==> config.mk <==
export PLATFORM = sky130hd
export DESIGN_NAME = vga_timing_gen
export DESIGN_NICKNAME = d
export VERILOG_FILES = /design/src/rtl/vga_timing_pkg.sv /design/src/rtl/vga_timing_gen_delay.sv /design/src/rtl/vga_timing_gen.sv
export SDC_FILE = /design/constraint.sdc
export NUM_CORES = 1
export LEC_CHECK = 0
export ABC_AREA = 1
export BUFFER_PORTS_ARGS = -buffer_cell sky130_fd_sc_hd__buf_2
export CAP_MARGIN = 25
export CORE_MARGIN = 2
export CORE_UTILIZATION = 60
export CTS_CLUSTER_SIZE = 28
export DETAILED_ROUTE_END_ITERATION = 8
export HOLD_SLACK_MARGIN = 0.02
export PLACE_DENSITY = 0.84
export SLEW_MARGIN = 15
export SYNTH_ARGS = -nofsm -noshare
export SYNTH_HDL_FRONTEND = slang
export SYNTH_SLANG_ARGS = --single-unit
==> constraint.sdc <==
create_clock -name vgaClk -period 5 [get_ports vgaClk]
set_clock_uncertainty 0.1 [all_clocks]
set_input_delay 1 -clock vgaClk [delete_from_list [all_inputs] [get_ports vgaClk]]
set_output_delay 1 -clock vgaClk [all_outputs]
set_load 0.02 [all_outputs]
==> src/rtl/vga_timing_pkg.sv <==
// Shared definitions for the VGA raster timing generator.
//   state_e     : run-control states of the raster sequencer
//   DEF_*       : 640x480@60 default line/frame geometry
//   win_t       : half-open [first, last) column/line window
//   syncWindow  : computes the sync window from active, porch and width
package vga_timing_pkg;

  typedef enum logic [1:0] {
    IDLE     = 2'd0,
    RUN      = 2'd1,
    STOPPING = 2'd2
  } state_e;

  localparam int DEF_H_ACTIVE = 640;
  localparam int DEF_H_FP     = 16;
  localparam int DEF_H_SYNC   = 96;
  localparam int DEF_H_BP     = 48;
  localparam int DEF_V_ACTIVE = 480;
  localparam int DEF_V_FP     = 10;
  localparam int DEF_V_SYNC   = 2;
  localparam int DEF_V_BP     = 33;

  typedef struct packed {
    logic [31:0] first;  // first position inside the window
    logic [31:0] last;   // first position after the window
  } win_t;

  // Sync sits directly after active + front porch.
  function automatic win_t syncWindow(input int actLen, input int porchLen, input int syncLen);
    win_t w;
    w.first = 32'(actLen + porchLen);
    w.last  = 32'(actLen + porchLen + syncLen);
    return w;
  endfunction

endpackage

==> src/rtl/vga_timing_gen_delay.sv <==
// Parametrised register chain used to align strobes with pixel-pipeline latency.
//   vgaClk : clock
//   nrst   : asynchronous active-low reset, loads RST_VAL into every stage
//   din    : WIDTH-bit input
//   dout   : din delayed by DEPTH cycles (DEPTH = 0 is a plain wire)
module vga_delay_line
  import vga_timing_pkg::*;
#(
  parameter int               WIDTH   = 1,
  parameter int               DEPTH   = 1,
  parameter logic [WIDTH-1:0] RST_VAL = '0
) (
  input  logic             vgaClk,
  input  logic             nrst,
  input  logic [WIDTH-1:0] din,
  output logic [WIDTH-1:0] dout
);

  if (DEPTH == 0) begin : gWire
    // Clock and reset have no load in the zero-depth case.
    logic unusedClkRst;
    assign unusedClkRst = vgaClk ^ nrst;
    assign dout = din;
  end else begin : gShift
    logic [WIDTH-1:0] stages [DEPTH];

    // Shift chain; stage 0 captures din, last stage drives dout.
    always_ff @(posedge vgaClk or negedge nrst) begin
      if (!nrst) begin
        for (int i = 0; i < DEPTH; i++) stages[i] <= RST_VAL;
      end else begin
        stages[0] <= din;
        for (int i = 1; i < DEPTH; i++) stages[i] <= stages[i-1];
      end
    end

    assign dout = stages[DEPTH-1];
  end

endmodule

==> src/rtl/vga_timing_gen.sv <==
// Parametrised VGA raster timing generator.
//   vgaClk, nrst        : pixel clock, asynchronous active-low reset
//   en                  : level-sensitive run request; stopping waits for frame end
//   hSync, vSync        : sync strobes (polarity HS_POL/VS_POL), delayed by PIPE
//   blankB, active      : visible-pixel strobe, delayed by PIPE
//   syncB               : tied low
//   hCount, vCount      : raw raster position, undelayed
//   lineStart/frameStart: pulses at column 0 / position (0,0) while running
//   frameCount          : frames started, wraps
//   running             : sequencer not idle
module vga_timing_gen
  import vga_timing_pkg::*;
#(
  parameter int CW       = 11,
  parameter int FCW      = 8,
  parameter int H_ACTIVE = DEF_H_ACTIVE,
  parameter int H_FP     = DEF_H_FP,
  parameter int H_SYNC   = DEF_H_SYNC,
  parameter int H_BP     = DEF_H_BP,
  parameter int V_ACTIVE = DEF_V_ACTIVE,
  parameter int V_FP     = DEF_V_FP,
  parameter int V_SYNC   = DEF_V_SYNC,
  parameter int V_BP     = DEF_V_BP,
  parameter bit HS_POL   = 1'b0,
  parameter bit VS_POL   = 1'b0,
  parameter int PIPE     = 2
) (
  input  logic           vgaClk,
  input  logic           nrst,
  input  logic           en,
  output logic           hSync,
  output logic           vSync,
  output logic           blankB,
  output logic           syncB,
  output logic           active,
  output logic [CW-1:0]  hCount,
  output logic [CW-1:0]  vCount,
  output logic           lineStart,
  output logic           frameStart,
  output logic [FCW-1:0] frameCount,
  output logic           running
);

  localparam int H_TOT = H_ACTIVE + H_FP + H_SYNC + H_BP;
  localparam int V_TOT = V_ACTIVE + V_FP + V_SYNC + V_BP;
  localparam win_t H_WIN = syncWindow(H_ACTIVE, H_FP, H_SYNC);
  localparam win_t V_WIN = syncWindow(V_ACTIVE, V_FP, V_SYNC);
  localparam logic [CW-1:0] H_LAST = CW'(H_TOT - 1);
  localparam logic [CW-1:0] V_LAST = CW'(V_TOT - 1);
  localparam logic [31:0] H_ACT_U = 32'(H_ACTIVE);
  localparam logic [31:0] V_ACT_U = 32'(V_ACTIVE);

  if (H_TOT > (2 ** CW)) begin : gHTotCheck
    $error("vga_timing_gen: H_TOT does not fit in CW bits");
  end
  if (V_TOT > (2 ** CW)) begin : gVTotCheck
    $error("vga_timing_gen: V_TOT does not fit in CW bits");
  end

  state_e        state, stateNext;
  logic [CW-1:0] hNext, vNext, hStep, vStep;
  logic          hEnd, frameEnd;
  logic          hsRaw, vsRaw, actRaw;
  logic [2:0]    dlyOut;

  // Next-state and next-position decode for the raster sequencer.
  always_comb begin
    hEnd      = (hCount == H_LAST);
    frameEnd  = hEnd && (vCount == V_LAST);
    hStep     = hEnd ? {CW{1'b0}} : hCount + CW'(1);
    vStep     = hEnd ? (frameEnd ? {CW{1'b0}} : vCount + CW'(1)) : vCount;
    stateNext = state;
    hNext     = hCount;
    vNext     = vCount;
    case (state)
      IDLE: begin
        hNext = {CW{1'b0}};
        vNext = {CW{1'b0}};
        if (en) stateNext = RUN;
        else    stateNext = IDLE;
      end
      RUN: begin
        hNext = hStep;
        vNext = vStep;
        if (!en) stateNext = STOPPING;
        else     stateNext = RUN;
      end
      STOPPING: begin
        // The frame-end wrap already yields (0,0), which is IDLE's hold value.
        hNext = hStep;
        vNext = vStep;
        if (frameEnd) stateNext = IDLE;
        else if (en)  stateNext = RUN;
        else          stateNext = STOPPING;
      end
      default: begin
        stateNext = IDLE;
        hNext     = {CW{1'b0}};
        vNext     = {CW{1'b0}};
      end
    endcase
  end

  // Sequencer state, counters and undelayed strobes; strobes are decoded
  // from the next values so they line up with the registered counters.
  always_ff @(posedge vgaClk or negedge nrst) begin
    if (!nrst) begin
      state      <= IDLE;
      hCount     <= {CW{1'b0}};
      vCount     <= {CW{1'b0}};
      running    <= 1'b0;
      lineStart  <= 1'b0;
      frameStart <= 1'b0;
      frameCount <= {FCW{1'b0}};
    end else begin
      state      <= stateNext;
      hCount     <= hNext;
      vCount     <= vNext;
      running    <= (stateNext != IDLE);
      lineStart  <= (stateNext != IDLE) && (hNext == {CW{1'b0}});
      frameStart <= (stateNext != IDLE) && (hNext == {CW{1'b0}}) && (vNext == {CW{1'b0}});
      if (frameStart) frameCount <= frameCount + FCW'(1);
      else            frameCount <= frameCount;
    end
  end

  // Raw sync/visible decode from the current raster position.
  always_comb begin
    hsRaw  = ~HS_POL;
    vsRaw  = ~VS_POL;
    actRaw = 1'b0;
    if (state != IDLE) begin
      if ((32'(hCount) >= H_WIN.first) && (32'(hCount) < H_WIN.last)) hsRaw = HS_POL;
      else                                                             hsRaw = ~HS_POL;
      if ((32'(vCount) >= V_WIN.first) && (32'(vCount) < V_WIN.last)) vsRaw = VS_POL;
      else                                                             vsRaw = ~VS_POL;
      actRaw = (32'(hCount) < H_ACT_U) && (32'(vCount) < V_ACT_U);
    end else begin
      hsRaw  = ~HS_POL;
      vsRaw  = ~VS_POL;
      actRaw = 1'b0;
    end
  end

  vga_delay_line #(
    .WIDTH   (3),
    .DEPTH   (PIPE),
    .RST_VAL ({~HS_POL, ~VS_POL, 1'b0})
  ) uDelay (
    .vgaClk (vgaClk),
    .nrst   (nrst),
    .din    ({hsRaw, vsRaw, actRaw}),
    .dout   (dlyOut)
  );

  assign hSync  = dlyOut[2];
  assign vSync  = dlyOut[1];
  assign blankB = dlyOut[0];
  assign active = dlyOut[0];
  assign syncB  = 1'b0;

endmodule

### Word-level counts from Yosys, hierarchy flattened

Cells that the tools add are included.

* flip-flop bits (word level): 41
* input bits: 3
* output and inout port bits: 38
* word-level logic and storage cells: 48

* add/sub/neg operators: 3
* $lt $le $gt $ge: 6
* eq/ne operators: 4
* mux-type cells: 14
* reductions and logical operators: 12

Operator list (count)
* $mux W11: 5
* $add A11 B1 Y11 const B: 2
* $eq A11 B10 Y1 const B: 2
* $logic_not A11 Y1: 2
* $lt A11 B10 Y1 const B: 2
* $lt A11 B9 Y1 const B: 2
* $ge A11 B10 Y1 const B: 1
* $ge A11 B9 Y1 const B: 1
* $add A8 B1 Y8 const B: 1
* $logic_and A1 B1 Y1: 6
* $mux W1: 6
* $pmux W2 S3: 1
* $mux W2: 2
* $reduce_bool A2 Y1: 2
* $eq A2 B1 Y1 const B: 1
* $eq A2 B2 Y1 const B: 1
* $logic_not A2 Y1: 1
* $reduce_or A2 Y1: 1

### Longest topological paths before layout

* word-level depth: 7
* mapped depth: 13
* depth with buffers taken out: 13

### Hierarchy

Synthesis repeated with hierarchy kept, for this count alone.

* cells, all modules: 302
* area, all modules: 2369.8 sq um

By module, submodules not included
* vga_timing_gen: instances 1, cells each 293, area each 2192.1 sq um, seq. area each 875.8 sq um
* vga_delay_line: instances 1, cells each 9, area each 177.7 sq um, seq. area each 155.1 sq um

### Least setup slack after synthesis

No wires, ideal clock.

* path kind: reg2reg
* from: register hCount[0]
* to: register frameStart
* library setup time: 0.115 ns
* arrival: 1.665 ns
* required time: 4.785 ns
* slack: 3.120 ns
* stages on the path, launching flop included: 13
* path buffers: 0
* period minus slack after synthesis: 1.880 ns
* cell sequence: dfrtp_1 > ha_1 > nand2_2 > nor2_8 > nand2_4 > nor2_8 > nand2_1 > nand2_1 > nand3_1 > nand2_1 > nand2_2 > nand3_2 > nor2_2

* word-level cells in the longest chain between the ends: 7

RTL lines
* start, declared: line vga_timing_gen.sv:36 `output logic [CW-1:0] hCount,`
* start signal, assigned: line vga_timing_gen.sv:109 `hCount <= {CW{1'b0}};`
* start signal, assigned: line vga_timing_gen.sv:117 `hCount <= hNext;`
* parallel branches: the longest is 6 deep, another holds $add A11 B1 Y11
* $logic_and A1 B1 Y1 (*): line vga_timing_gen.sv:121 `frameStart <= (stateNext != IDLE) && (hNext == {CW{1'b0}}) && (vNext == {CW{1'b0}});`
* end signal, assigned: line vga_timing_gen.sv:121
* end, declared: line vga_timing_gen.sv:39 `output logic frameStart,`

Mark *: on every way between the ends.
A chain may end at the register's enable or synchronous reset.

### Final worst setup path

* from: register hCount[4]
* to: output port hCount[4]

No word-level cell between the ends.

==> results.json <==
{
  "synth_top_area_share_pct": 38.03,
  "hold_viol": 0,
  "hold_path_startpoint": "uDelay.gShift.stages[4]",
  "maxSlewHeadroom_pct": 39.40,
  "crit_fanout": 12,
  "dp_cells": 387,
  "clk_path_buf_depth": 2,
  "fmax_mhz": 454.9,
  "cts_sinks": 41,
  "initial_utilization_pct": 61.76,
  "drt-vias-per-instance": 5.086,
  "hp-class": "reg2reg",
  "syn2layout_area_growth_pct": 13.98,
  "postCtsSetupBuffers": 0,
  "worst_pin_slew_ns": 0.9090,
  "wirelength_um": 5274,
  "finalCritPeriodShare_pct": 43.97,
  "start_kind": "flip-flop",
  "synthesis.area_mm2": 0.002435,
  "cts_tree": "done",
  "ant_nets": 0,
  "period_minus_slack_ns": 2.198,
  "path_class": "reg2out",
  "holdPathStages": 0,
  "pre_cts_slack_ns": 2.977,
  "required_ns": 3.90,
  "status": "completed",
  "worstPathArrival_ns": 1.10,
  "place_congestion": 0.8466,
  "fp.dieArea_mm2": 0.004583,
  "endpoint_kind": "output port",
  "antenna_cells": 0,
  "yosysWarnings": 0,
  "die_h_um": 67.70,
  "final_common_cell": "nand2_1",
  "setup_viol": 0,
  "cts_made_buffers": 5,
  "htreeDepth": 2,
  "max_stage_delay_ns": 0.56,
  "track_usage_pct": 24.99,
  "grt_setup_unrepaired": "no",
  "r2r_end": "frameStart",
  "first_pass_iters": 5,
  "layout-drive-gt1-share_pct": 24.64,
  "netlist_top_cells_area": "dfrtp_1 (38%), nand2_1 (11%), inv_1 (8.6%)",
  "path_buf_inv": 1,
  "cpMaxStageDelayCell": "dfrtp_1",
  "timing.max_cap.violations": 0,
  "synth_fp_nets": 315,
  "first_global_vias": 1905,
  "final_cell_mix": "nand2_1 (73), inv_1 (56), buf_2 (39)",
  "gr-total-overflow": 0,
  "drc_errors": 0,
  "slew_viol_final": 0,
  "worstHoldEndpoint": "uDelay.dout[1]",
  "hold_buffers": 0,
  "ctsResizeCount": 0,
  "num_vias": 2009,
  "synth.distinct_cells": 32,
  "worstSkewPairLatency_ns": 0.30,
  "ir_drop_uv": 311.7,
  "fp-row-count": 23,
  "async_flop_share_pct": 100.0,
  "cts-root-buf": "clkbuf_8",
  "ys_ff_latch": 41,
  "ios": 41,
  "powerDensity_mw_per_mm2": 373.6,
  "worst_slack_ns": 2.802,
  "wl_per_cell_um": 13.35,
  "clk_pin_slew_worst_paths_ns": 0.08,
  "die_x_um": 67.70,
  "setup-tns-final_ns": 0,
  "worstReg2RegStart": "state[0]",
  "p_leak_nw": 1.650,
  "seq_area_frac_synth_pct": 42.34,
  "synth_cells": 302,
  "antenna_found_initial": 0,
  "synth_edf_count": 0,
  "grt_max_degree": 42,
  "r2r_cells": 9,
  "core_area_mm2": 0.003943,
  "final_cell_count_no_fill": 395,
  "grt_pass1_wl_um": 8300,
  "first_iter_violations": 131,
  "num-nets-final": 357,
  "dp_hpwl_um": 3941,
  "critPathTopFamily": "flip-flops",
  "rrSetupSlack_ns": 2.93,
  "synth_flop_cell": "dfrtp_1",
  "finalPower_mw": 1.037,
  "syn_avg_cell_area_um2": 8.062,
  "port_buffers": 39,
  "path_cells": "buf_2",
  "yosys.area.top_type": "dfrtp_1"
}
==> cell type report <==
cell class | count | area [um^2]
timing repair buffer | 39 | 195.2
clock inverter | 1 | 30.03
sequential | 41 | 1031
tap | 50 | 62.56
fill | 320 | 1167
inverter | 59 | 221.5
multi-input combinational | 198 | 1149
clock buffer | 7 | 86.33
==> logic make-up after synthesis <==
kind of cell	count (synthesis)	synth area share [%]
simple gates	169	35.82
xor+xnor	9	3.238
other cells	1	0.1540
compound gates	8	2.364
buf+inv	63	10.48
mux	1	0.4625
fa+ha+maj	10	5.139
flops	41	42.34
==> through the flow <==
stage	util, %	area [um^2]	hold slack (ns)
floorplan	-	2435	0.2312
global placement	67.44	2659	0.2339
detailed placement	67.44	2659	0.2472
CTS	70.39	2775	0.2603
global route	70.39	2775	0.2696
finish	70.39	2775	0.2562
==> routing by layer <==
metal  global-route usage (%)  vias to the layer above  share of wire, %
met1                    31.22                      937                44
met4                    8.418                        0               1.6
met3                    5.333                        7               5.4
li1                         -                     1015                 -
met2                    42.65                       50                49
met5                        0                        -                 0
==> sequential cells by signal, summed over array words and instances (netlist names) <==
register,flops
hCount,11
vCount,11
frameCount,8
uDelay.dout,3
uDelay.gShift.stages,3
state,2
frameStart,1
lineStart,1
running,1
==> cell usage after synthesis (all sizes together) (2+ instances only) <==
master / count
a21oi: 2
buf: 4
dfrtp: 37
dfstp: 4
ha: 10
inv: 59
nand2: 80
nand3: 30
nand4: 11
nor2: 43
nor3: 2
nor4: 2
o21ai: 2
xnor2: 3
xor2: 6
==> worst max-delay path by stage <==
stage | from | cells after the start | to | slack [ns]
floorplan | hCount[0] | 12 | frameStart | 3.12
global placement | hCount[0] | 11 | frameStart | 3.02
detailed placement | state[0] | 9 | frameStart | 2.98
CTS | hCount[4] | 1 | hCount[4] | 2.80
global route | hCount[4] | 1 | hCount[4] | 2.75
finish | hCount[4] | 1 | hCount[4] | 2.80
==> power by group <==
part	leakage (nW)	total, mW	internal (mW)	switching [mW]
registers	0.536	0.435	0.385	0.0504
clock network	0.0585	0.278	0.163	0.116
logic	1.06	0.324	0.109	0.215
Note: power is estimated with default switching activity, not from simulation.
